**src/rtl/oc2_pkg.sv**
```systemverilog
// Shared execution-stage definitions: functional-unit codes, widths, multiply helpers.
package oc2_pkg;

    typedef enum logic [1:0] {
        FU_ALU_MISC = 2'b00,
        FU_MEM      = 2'b01,
        FU_MULT     = 2'b10,
        FU_NONE     = 2'b11
    } fu_e;

    localparam int unsigned TAG_W      = 5;
    localparam int unsigned DATA_W     = 32;
    localparam int unsigned MUL_STAGES = 4;

    // Control that travels with a multiply from issue to writeback.
    typedef struct packed {
        logic [TAG_W-1:0] regdest;
        logic             writereg;
    } mul_ctrl_t;

    // Extending both operands to 64 bits makes one 64-bit multiply correct for signed and unsigned.
    function automatic logic [2*DATA_W-1:0] mul_product(
        input logic [DATA_W-1:0] a,
        input logic [DATA_W-1:0] b,
        input logic              unsig
    );
        logic [2*DATA_W-1:0] ea;
        logic [2*DATA_W-1:0] eb;
        ea = {{DATA_W{~unsig & a[DATA_W-1]}}, a};
        eb = {{DATA_W{~unsig & b[DATA_W-1]}}, b};
        return ea * eb;
    endfunction

endpackage

```
**src/rtl/mul_unit_if.sv**
```systemverilog
// Issue/writeback bundle of the multiply unit; HI/LO signals exist only with MUL_HILO_EN.
interface mul_unit_if;

    logic                         iss_mul_oper;
    logic [oc2_pkg::DATA_W-1:0]   iss_ex_rega;
    logic [oc2_pkg::DATA_W-1:0]   iss_ex_regb;
    logic                         iss_ex_unsig;
    logic [oc2_pkg::TAG_W-1:0]    iss_ex_regdest;
    logic                         iss_ex_writereg;
    logic                         mul_ready;
    logic [3:0]                   mul_inflight;
    logic                         mul_wb_valid;
    logic [oc2_pkg::DATA_W-1:0]   mul_wb_data;
    logic [oc2_pkg::TAG_W-1:0]    mul_wb_regdest;
    logic                         mul_wb_writereg;
    logic                         wb_mul_ready;
`ifdef MUL_HILO_EN
    logic [oc2_pkg::DATA_W-1:0]   mul_hi;
    logic [oc2_pkg::DATA_W-1:0]   mul_lo;
`endif

    // Issue and writeback side.
    modport master (
        output iss_mul_oper, iss_ex_rega, iss_ex_regb, iss_ex_unsig,
               iss_ex_regdest, iss_ex_writereg, wb_mul_ready,
        input  mul_ready, mul_inflight, mul_wb_valid, mul_wb_data,
               mul_wb_regdest, mul_wb_writereg
`ifdef MUL_HILO_EN
        , input mul_hi, mul_lo
`endif
    );

    // Multiply unit side.
    modport slave (
        input  iss_mul_oper, iss_ex_rega, iss_ex_regb, iss_ex_unsig,
               iss_ex_regdest, iss_ex_writereg, wb_mul_ready,
        output mul_ready, mul_inflight, mul_wb_valid, mul_wb_data,
               mul_wb_regdest, mul_wb_writereg
`ifdef MUL_HILO_EN
        , output mul_hi, mul_lo
`endif
    );

endinterface

```
**src/rtl/mul_pipe_slot.sv**
```systemverilog
// One multiply pipeline slot: valid, control and a data payload, frozen when en is low.
module mul_pipe_slot
    import oc2_pkg::*;
#(
    parameter int unsigned DW = 32
) (
    input  logic          clock,
    input  logic          reset,
    input  logic          en,
    input  logic          valid_d,
    input  mul_ctrl_t     ctrl_d,
    input  logic [DW-1:0] data_d,
    output logic          valid_q,
    output mul_ctrl_t     ctrl_q,
    output logic [DW-1:0] data_q
);

    always_ff @(posedge clock) begin
        if (!reset) begin
            valid_q <= 1'b0;
            ctrl_q  <= '0;
            data_q  <= '0;
        end else if (en) begin
            valid_q <= valid_d;
            ctrl_q  <= ctrl_d;
            data_q  <= data_d;
        end
    end

endmodule

```
**src/rtl/mul_unit.sv**
```systemverilog
// Pipelined 32x32 integer multiply unit with writeback backpressure.
// Define MUL_HILO_EN to carry the full 64-bit product and keep HI/LO registers.
module mul_unit
    import oc2_pkg::*;
#(
    parameter int unsigned STAGES = MUL_STAGES
) (
    input  logic       clock,
    input  logic       reset,
    mul_unit_if.slave  bus
);

    localparam int unsigned OPW = 2 * DATA_W + 1;
`ifdef MUL_HILO_EN
    localparam int unsigned PRW = 2 * DATA_W;
`else
    localparam int unsigned PRW = DATA_W;
`endif

    if (STAGES < 2 || STAGES > 8) begin : g_bad_stages
        $error("mul_unit: STAGES must be in 2..8");
    end

    logic            hold;
    logic            accept;
    logic            retire;
    logic            en;

    logic            valid_q [STAGES];
    mul_ctrl_t       ctrl_q  [STAGES];
    logic [OPW-1:0]  op_q;
    logic [PRW-1:0]  prod_q  [STAGES-1];
    logic [3:0]      inflight_q;

    assign hold   = valid_q[STAGES-1] && !bus.wb_mul_ready;
    assign en     = !hold;
    assign accept = bus.iss_mul_oper && !hold;
    assign retire = valid_q[STAGES-1] && bus.wb_mul_ready;

    // Slot 0 latches {unsig, a, b}; the product is formed entering slot 1 and then just carried.
    mul_pipe_slot #(.DW(OPW)) u_slot0 (
        .clock   (clock),
        .reset   (reset),
        .en      (en),
        .valid_d (bus.iss_mul_oper),
        .ctrl_d  ('{regdest: bus.iss_ex_regdest, writereg: bus.iss_ex_writereg}),
        .data_d  ({bus.iss_ex_unsig, bus.iss_ex_rega, bus.iss_ex_regb}),
        .valid_q (valid_q[0]),
        .ctrl_q  (ctrl_q[0]),
        .data_q  (op_q)
    );

    for (genvar i = 1; i < STAGES; i++) begin : g_slot
        logic [PRW-1:0] data_d;

        if (i == 1) begin : g_mul
            assign data_d = PRW'(mul_product(op_q[2*DATA_W-1:DATA_W], op_q[DATA_W-1:0],
                                             op_q[2*DATA_W]));
        end else begin : g_carry
            assign data_d = prod_q[i-2];
        end

        mul_pipe_slot #(.DW(PRW)) u_slot (
            .clock   (clock),
            .reset   (reset),
            .en      (en),
            .valid_d (valid_q[i-1]),
            .ctrl_d  (ctrl_q[i-1]),
            .data_d  (data_d),
            .valid_q (valid_q[i]),
            .ctrl_q  (ctrl_q[i]),
            .data_q  (prod_q[i-1])
        );
    end

    always_ff @(posedge clock) begin
        if (!reset) begin
            inflight_q <= '0;
        end else begin
            case ({accept, retire})
                2'b10:   inflight_q <= inflight_q + 4'd1;
                2'b01:   inflight_q <= inflight_q - 4'd1;
                default: inflight_q <= inflight_q;
            endcase
        end
    end

    assign bus.mul_ready       = !hold;
    assign bus.mul_inflight    = inflight_q;
    assign bus.mul_wb_valid    = valid_q[STAGES-1];
    assign bus.mul_wb_data     = prod_q[STAGES-2][DATA_W-1:0];
    assign bus.mul_wb_regdest  = ctrl_q[STAGES-1].regdest;
    assign bus.mul_wb_writereg = ctrl_q[STAGES-1].writereg;

`ifdef MUL_HILO_EN
    logic [DATA_W-1:0] hi_q;
    logic [DATA_W-1:0] lo_q;

    always_ff @(posedge clock) begin
        if (!reset) begin
            hi_q <= '0;
            lo_q <= '0;
        end else if (retire) begin
            hi_q <= prod_q[STAGES-2][2*DATA_W-1:DATA_W];
            lo_q <= prod_q[STAGES-2][DATA_W-1:0];
        end
    end

    assign bus.mul_hi = hi_q;
    assign bus.mul_lo = lo_q;
`endif

endmodule
```
**src/flat_wrapper.sv**
```systemverilog
// flat-port wrapper written by rule: the top's interface ports become plain ports
module mul_unit_flat import oc2_pkg::*;
#(
    parameter int unsigned STAGES = MUL_STAGES
)
  (clock, reset, bus_iss_mul_oper, bus_iss_ex_rega, bus_iss_ex_regb, bus_iss_ex_unsig, bus_iss_ex_regdest, bus_iss_ex_writereg, bus_wb_mul_ready, bus_mul_ready, bus_mul_inflight, bus_mul_wb_valid, bus_mul_wb_data, bus_mul_wb_regdest, bus_mul_wb_writereg);
  mul_unit_if bus_i ();
  input  logic clock;
  input  logic reset;
  input wire logic [$bits(bus_i.iss_mul_oper)-1:0] bus_iss_mul_oper;
  input wire logic [$bits(bus_i.iss_ex_rega)-1:0] bus_iss_ex_rega;
  input wire logic [$bits(bus_i.iss_ex_regb)-1:0] bus_iss_ex_regb;
  input wire logic [$bits(bus_i.iss_ex_unsig)-1:0] bus_iss_ex_unsig;
  input wire logic [$bits(bus_i.iss_ex_regdest)-1:0] bus_iss_ex_regdest;
  input wire logic [$bits(bus_i.iss_ex_writereg)-1:0] bus_iss_ex_writereg;
  input wire logic [$bits(bus_i.wb_mul_ready)-1:0] bus_wb_mul_ready;
  output wire logic [$bits(bus_i.mul_ready)-1:0] bus_mul_ready;
  output wire logic [$bits(bus_i.mul_inflight)-1:0] bus_mul_inflight;
  output wire logic [$bits(bus_i.mul_wb_valid)-1:0] bus_mul_wb_valid;
  output wire logic [$bits(bus_i.mul_wb_data)-1:0] bus_mul_wb_data;
  output wire logic [$bits(bus_i.mul_wb_regdest)-1:0] bus_mul_wb_regdest;
  output wire logic [$bits(bus_i.mul_wb_writereg)-1:0] bus_mul_wb_writereg;
  assign bus_i.iss_mul_oper = bus_iss_mul_oper;
  assign bus_i.iss_ex_rega = bus_iss_ex_rega;
  assign bus_i.iss_ex_regb = bus_iss_ex_regb;
  assign bus_i.iss_ex_unsig = bus_iss_ex_unsig;
  assign bus_i.iss_ex_regdest = bus_iss_ex_regdest;
  assign bus_i.iss_ex_writereg = bus_iss_ex_writereg;
  assign bus_i.wb_mul_ready = bus_wb_mul_ready;
  assign bus_mul_ready = bus_i.mul_ready;
  assign bus_mul_inflight = bus_i.mul_inflight;
  assign bus_mul_wb_valid = bus_i.mul_wb_valid;
  assign bus_mul_wb_data = bus_i.mul_wb_data;
  assign bus_mul_wb_regdest = bus_i.mul_wb_regdest;
  assign bus_mul_wb_writereg = bus_i.mul_wb_writereg;
  mul_unit #(.STAGES(STAGES)) u_core (.clock(clock), .reset(reset), .bus(bus_i));
endmodule
```
**config.mk**
```make
export PLATFORM = sky130hd
export DESIGN_NAME = mul_unit_flat
export DESIGN_NICKNAME = d
export VERILOG_FILES = /design/src/rtl/oc2_pkg.sv /design/src/rtl/mul_unit_if.sv /design/src/rtl/mul_pipe_slot.sv /design/src/rtl/mul_unit.sv /design/src/flat_wrapper.sv
export SDC_FILE = /design/constraint.sdc
export NUM_CORES = 2
export LEC_CHECK = 0
export CAP_MARGIN = 40
export CORE_ASPECT_RATIO = 1.5
export CORE_UTILIZATION = 45
export DETAILED_ROUTE_END_ITERATION = 8
export HOLD_SLACK_MARGIN = 0.08
export PLACE_DENSITY = 0.71
export SYNTH_ARGS = -nofsm -noshare
export SYNTH_HDL_FRONTEND = slang
export SYNTH_SLANG_ARGS = --single-unit
```
**constraint.sdc**
```tcl
create_clock -name clock -period 7.44 [get_ports clock]
set_input_delay 0.744 -clock clock [delete_from_list [all_inputs] [get_ports clock]]
set_output_delay 0.744 -clock clock [all_outputs]
set_load 0.03 [all_outputs]
```
==> reports/results.ini <==
[logic_synthesis]
synth_cell_types=58
syn_area_per_cell_um2=8.70
synth_area_mm2=0.0230
synth_top_flop_cell=dfxtp_1
ys_warn_count=0
synth_fp_nets=3284
synth_edf_count=0
syn_inst=2647
ys_ff_latch=192
ys_seq_area_share_pct=16.7
ys_async_sr_fraction_pct=0

[sta]
setup_ws_ns=0.301
max-slew-margin-rel_pct=44.0
report.final.hold_viol_count=0
finClkSkew_ns=0.0112
hold_slack_ns=0.449
fin_crit_ns=7.14
tns_ns=0
worstMarginPinSlew_ns=0.838
post-route-period-util_pct=95.9
rsz0062_at_grt=false
setup_viol=0
finalMaxSlewViolations=0
fmax_mhz=140

[routing]
final_antenna_net_count=0
route.detailed.drc=0
vias=17300
viasPerCell=5.11
routed_wl_um=57800
wl_per_cell_um=17.1
dr.pass1.iters=5
drt_iter0_markers=912

[grt]
grt_start_max_net_pins=110
overflow=0
grt_first_pass_wirelength_um=95800
grt_pass1_vias=19000
grt.total_usage_pct=23.4
antenna_found_initial=0

[floorplan]
core-area_mm2=0.0505
ios=119
chipHeight_um=279
dieArea_mm2=0.0521
fp.dieW_um=187
rows=101
initial_core_util_pct=45.6

[power]
p_leak_nw=12.2
total_power_mw=5.43
ir_drop_v=0.000238
p_per_area_mw_per_mm2=211

[cts]
path_clk_slew_ns=0.08
insertion_delay_ns=0.48
cts_sinks=192
cts_tree=built
root_buffer=clkbuf_16
post-cts-setup-buffers=0
cts_hold_buf=0
cts_buffers=17
htreeDepth=4
cts.path.max_buffers=2

[placed_design]
dp_slack_ns=0.276
placedCellCount=3353
place_hpwl_um=46100
place_congestion=0.922
placed_cell_area_mm2=0.0251
port_buffers=117

[cells_and_area]
drive_above_1_share_pct=4.64
fin_util_pct=50.8
instances_no_fill=3385
design_area_mm2=0.0257
nets=3340
diodes=0
area_growth_pct=11.6

[worst_setup_path]
cp.arrival_ns=7.46
cp_max_fo=11
crit_slowest_cell=dfxtp_1
worstPathCellList=buf_4 -> and2_1 -> fa_1 -> fa_1 -> inv_1 -> fa_1 -> fa_1 -> inv_1 -> fa_1 -> inv_1 -> fa_1 -> fa_1 -> fa_1 -> inv_1 -> ha_1 -> nand2_1 -> or3_1 -> o32a_1 -> a31oi_1 -> xnor2_1 -> a211oi_2
crit_required_ns=7.76
start_kind=flip-flop
endpoint_kind=flip-flop
crit_path_frequent_cell=fa_1
slowest_delay_ns=0.76
crit_type=flip-flop to flip-flop

[flow_run]
drv_cap=0

[status]
status=finished clean

[min_path]
hold_class=flip-flop to flip-flop

-- Yosys cell counts, types with 7 or more instances --
| master | instances | area, µm² |
|---|---|---|
| nand2_1 | 530 | 1990 |
| inv_1 | 433 | 1630 |
| fa_1 | 409 | 8190 |
| and2_1 | 352 | 2200 |
| a21oi_1 | 193 | 966 |
| dfxtp_1 | 192 | 3840 |
| ha_1 | 153 | 1910 |
| clkbuf_1 | 138 | 518 |
| xnor2_1 | 58 | 508 |
| xor2_1 | 21 | 184 |
| nor2_1 | 20 | 75.1 |
| a21o_1 | 15 | 113 |
| nand3_1 | 14 | 70.1 |
| or3_1 | 13 | 81.3 |
| o21ai_0 | 11 | 55.1 |
| a211oi_1 | 9 | 67.6 |
| buf_1 | 9 | 33.8 |
| buf_4 | 7 | 52.6 |
-- worst paths after layout --
check                           cells past startpoint                                         endpoint                                      startpoint  slack (ns)
worst max register to register                     21  u_core.g_slot[1].u_slot.data_q[31]$_SDFFE_PN0N_           u_core.u_slot0.data_q[5]$_SDFFE_PN0N_        0.30
worst min-delay path                                2   u_core.g_slot[3].u_slot.ctrl_q[5]$_SDFFE_PN0N_  u_core.g_slot[3].u_slot.ctrl_q[5]$_SDFFE_PN0N_        0.45
worst min register to register                      2   u_core.g_slot[3].u_slot.ctrl_q[5]$_SDFFE_PN0N_  u_core.g_slot[3].u_slot.ctrl_q[5]$_SDFFE_PN0N_        0.45
worst max-delay path                               21  u_core.g_slot[1].u_slot.data_q[31]$_SDFFE_PN0N_           u_core.u_slot0.data_q[5]$_SDFFE_PN0N_        0.30
-- worst max-delay path: cells and delay by family (launching register included) --
family	cells	cell delay [ns]
AOI/OAI and AO/OA	3	0.57
xor gates and xnor gates	1	0.19
adders and majority gates	9	4.29
buffers and inverters	5	0.50
DFF	1	0.76
and+or+nand+nor	3	0.68
-- logic make-up after synthesis --
kind of cell / count (synthesis) / synth area share (%)
xor+xnor: 81 / 3.17
compound gates: 268 / 6.64
fa+ha+maj: 562 / 43.9
flops: 192 / 16.7
buf+inv: 594 / 9.85
simple gates: 950 / 19.8
-- cell type report --
class                      count  area (µm²)
clock buffer                  17         425
clock inverter                15         181
timing repair buffer         196        1830
sequential                   192        3850
multi-input combinational   1861       16900
tap                          669         837
inverter                     435        1640
fill                        4698       24900
-- flip-flops by register name (all words and copies together), names as in the netlist --
signal	flops
u_core.g_slot.u_slot.valid_q	3
u_core.bus.mul_inflight	4
u_core.g_slot.u_slot.ctrl_q	18
u_core.u_slot0.valid_q	1
u_core.g_slot.u_slot.data_q	96
u_core.u_slot0.data_q	64
u_core.u_slot0.ctrl_q	6
-- repair_timing --
item                                    in CTS  in global routing
gates resized for setup                      0                  5
endpoints found under the setup margin       0                  3
hold endpoints to repair                     0                  0
-- power breakdown --
part           total, mW  leakage [nW]  switching [mW]  internal (mW)
Sequential          1.28          1.58           0.115           1.17
Clock              0.942         0.293           0.486          0.457
Combinational       3.21          10.3            1.77           1.44
Total               5.43          12.2            2.37           3.06
-- layer usage --
metal  up-vias  routed length (µm)  share of wire (%)  track usage [%]
li1       8038                   -                  -                -
met3       185                2170                3.8             2.79
met1      8578               22500                 39             26.7
met5         -                   0                  0                0
met2       494               29700                 51             41.7
met4         0                3430                5.9             14.4
-- cells in the final DEF, fill, tap and decap left out, types with 3 or more instances in the layout --
cell type        count
nand3_1             14
a21o_1              15
nor2_1              20
and2_1             352
a211oi_1             9
xor2_1              21
ha_1               153
clkdlybuf4s50_1    117
o211ai_1             4
o21ai_0             11
inv_8                4
and3_1               3
or3_1               13
buf_4               75
nand2b_1             3
xnor2_1             58
a311oi_1             3
fa_1               409
o21a_1               4
o21bai_1             4
clkinv_8             5
nand2_1            530
dfxtp_2              5
nand4_1              3
inv_6                5
a21oi_1            193
inv_1              433
dfxtp_1            187
clkbuf_16           17
o2111ai_1            4
(Power assumes the default switching activity.)
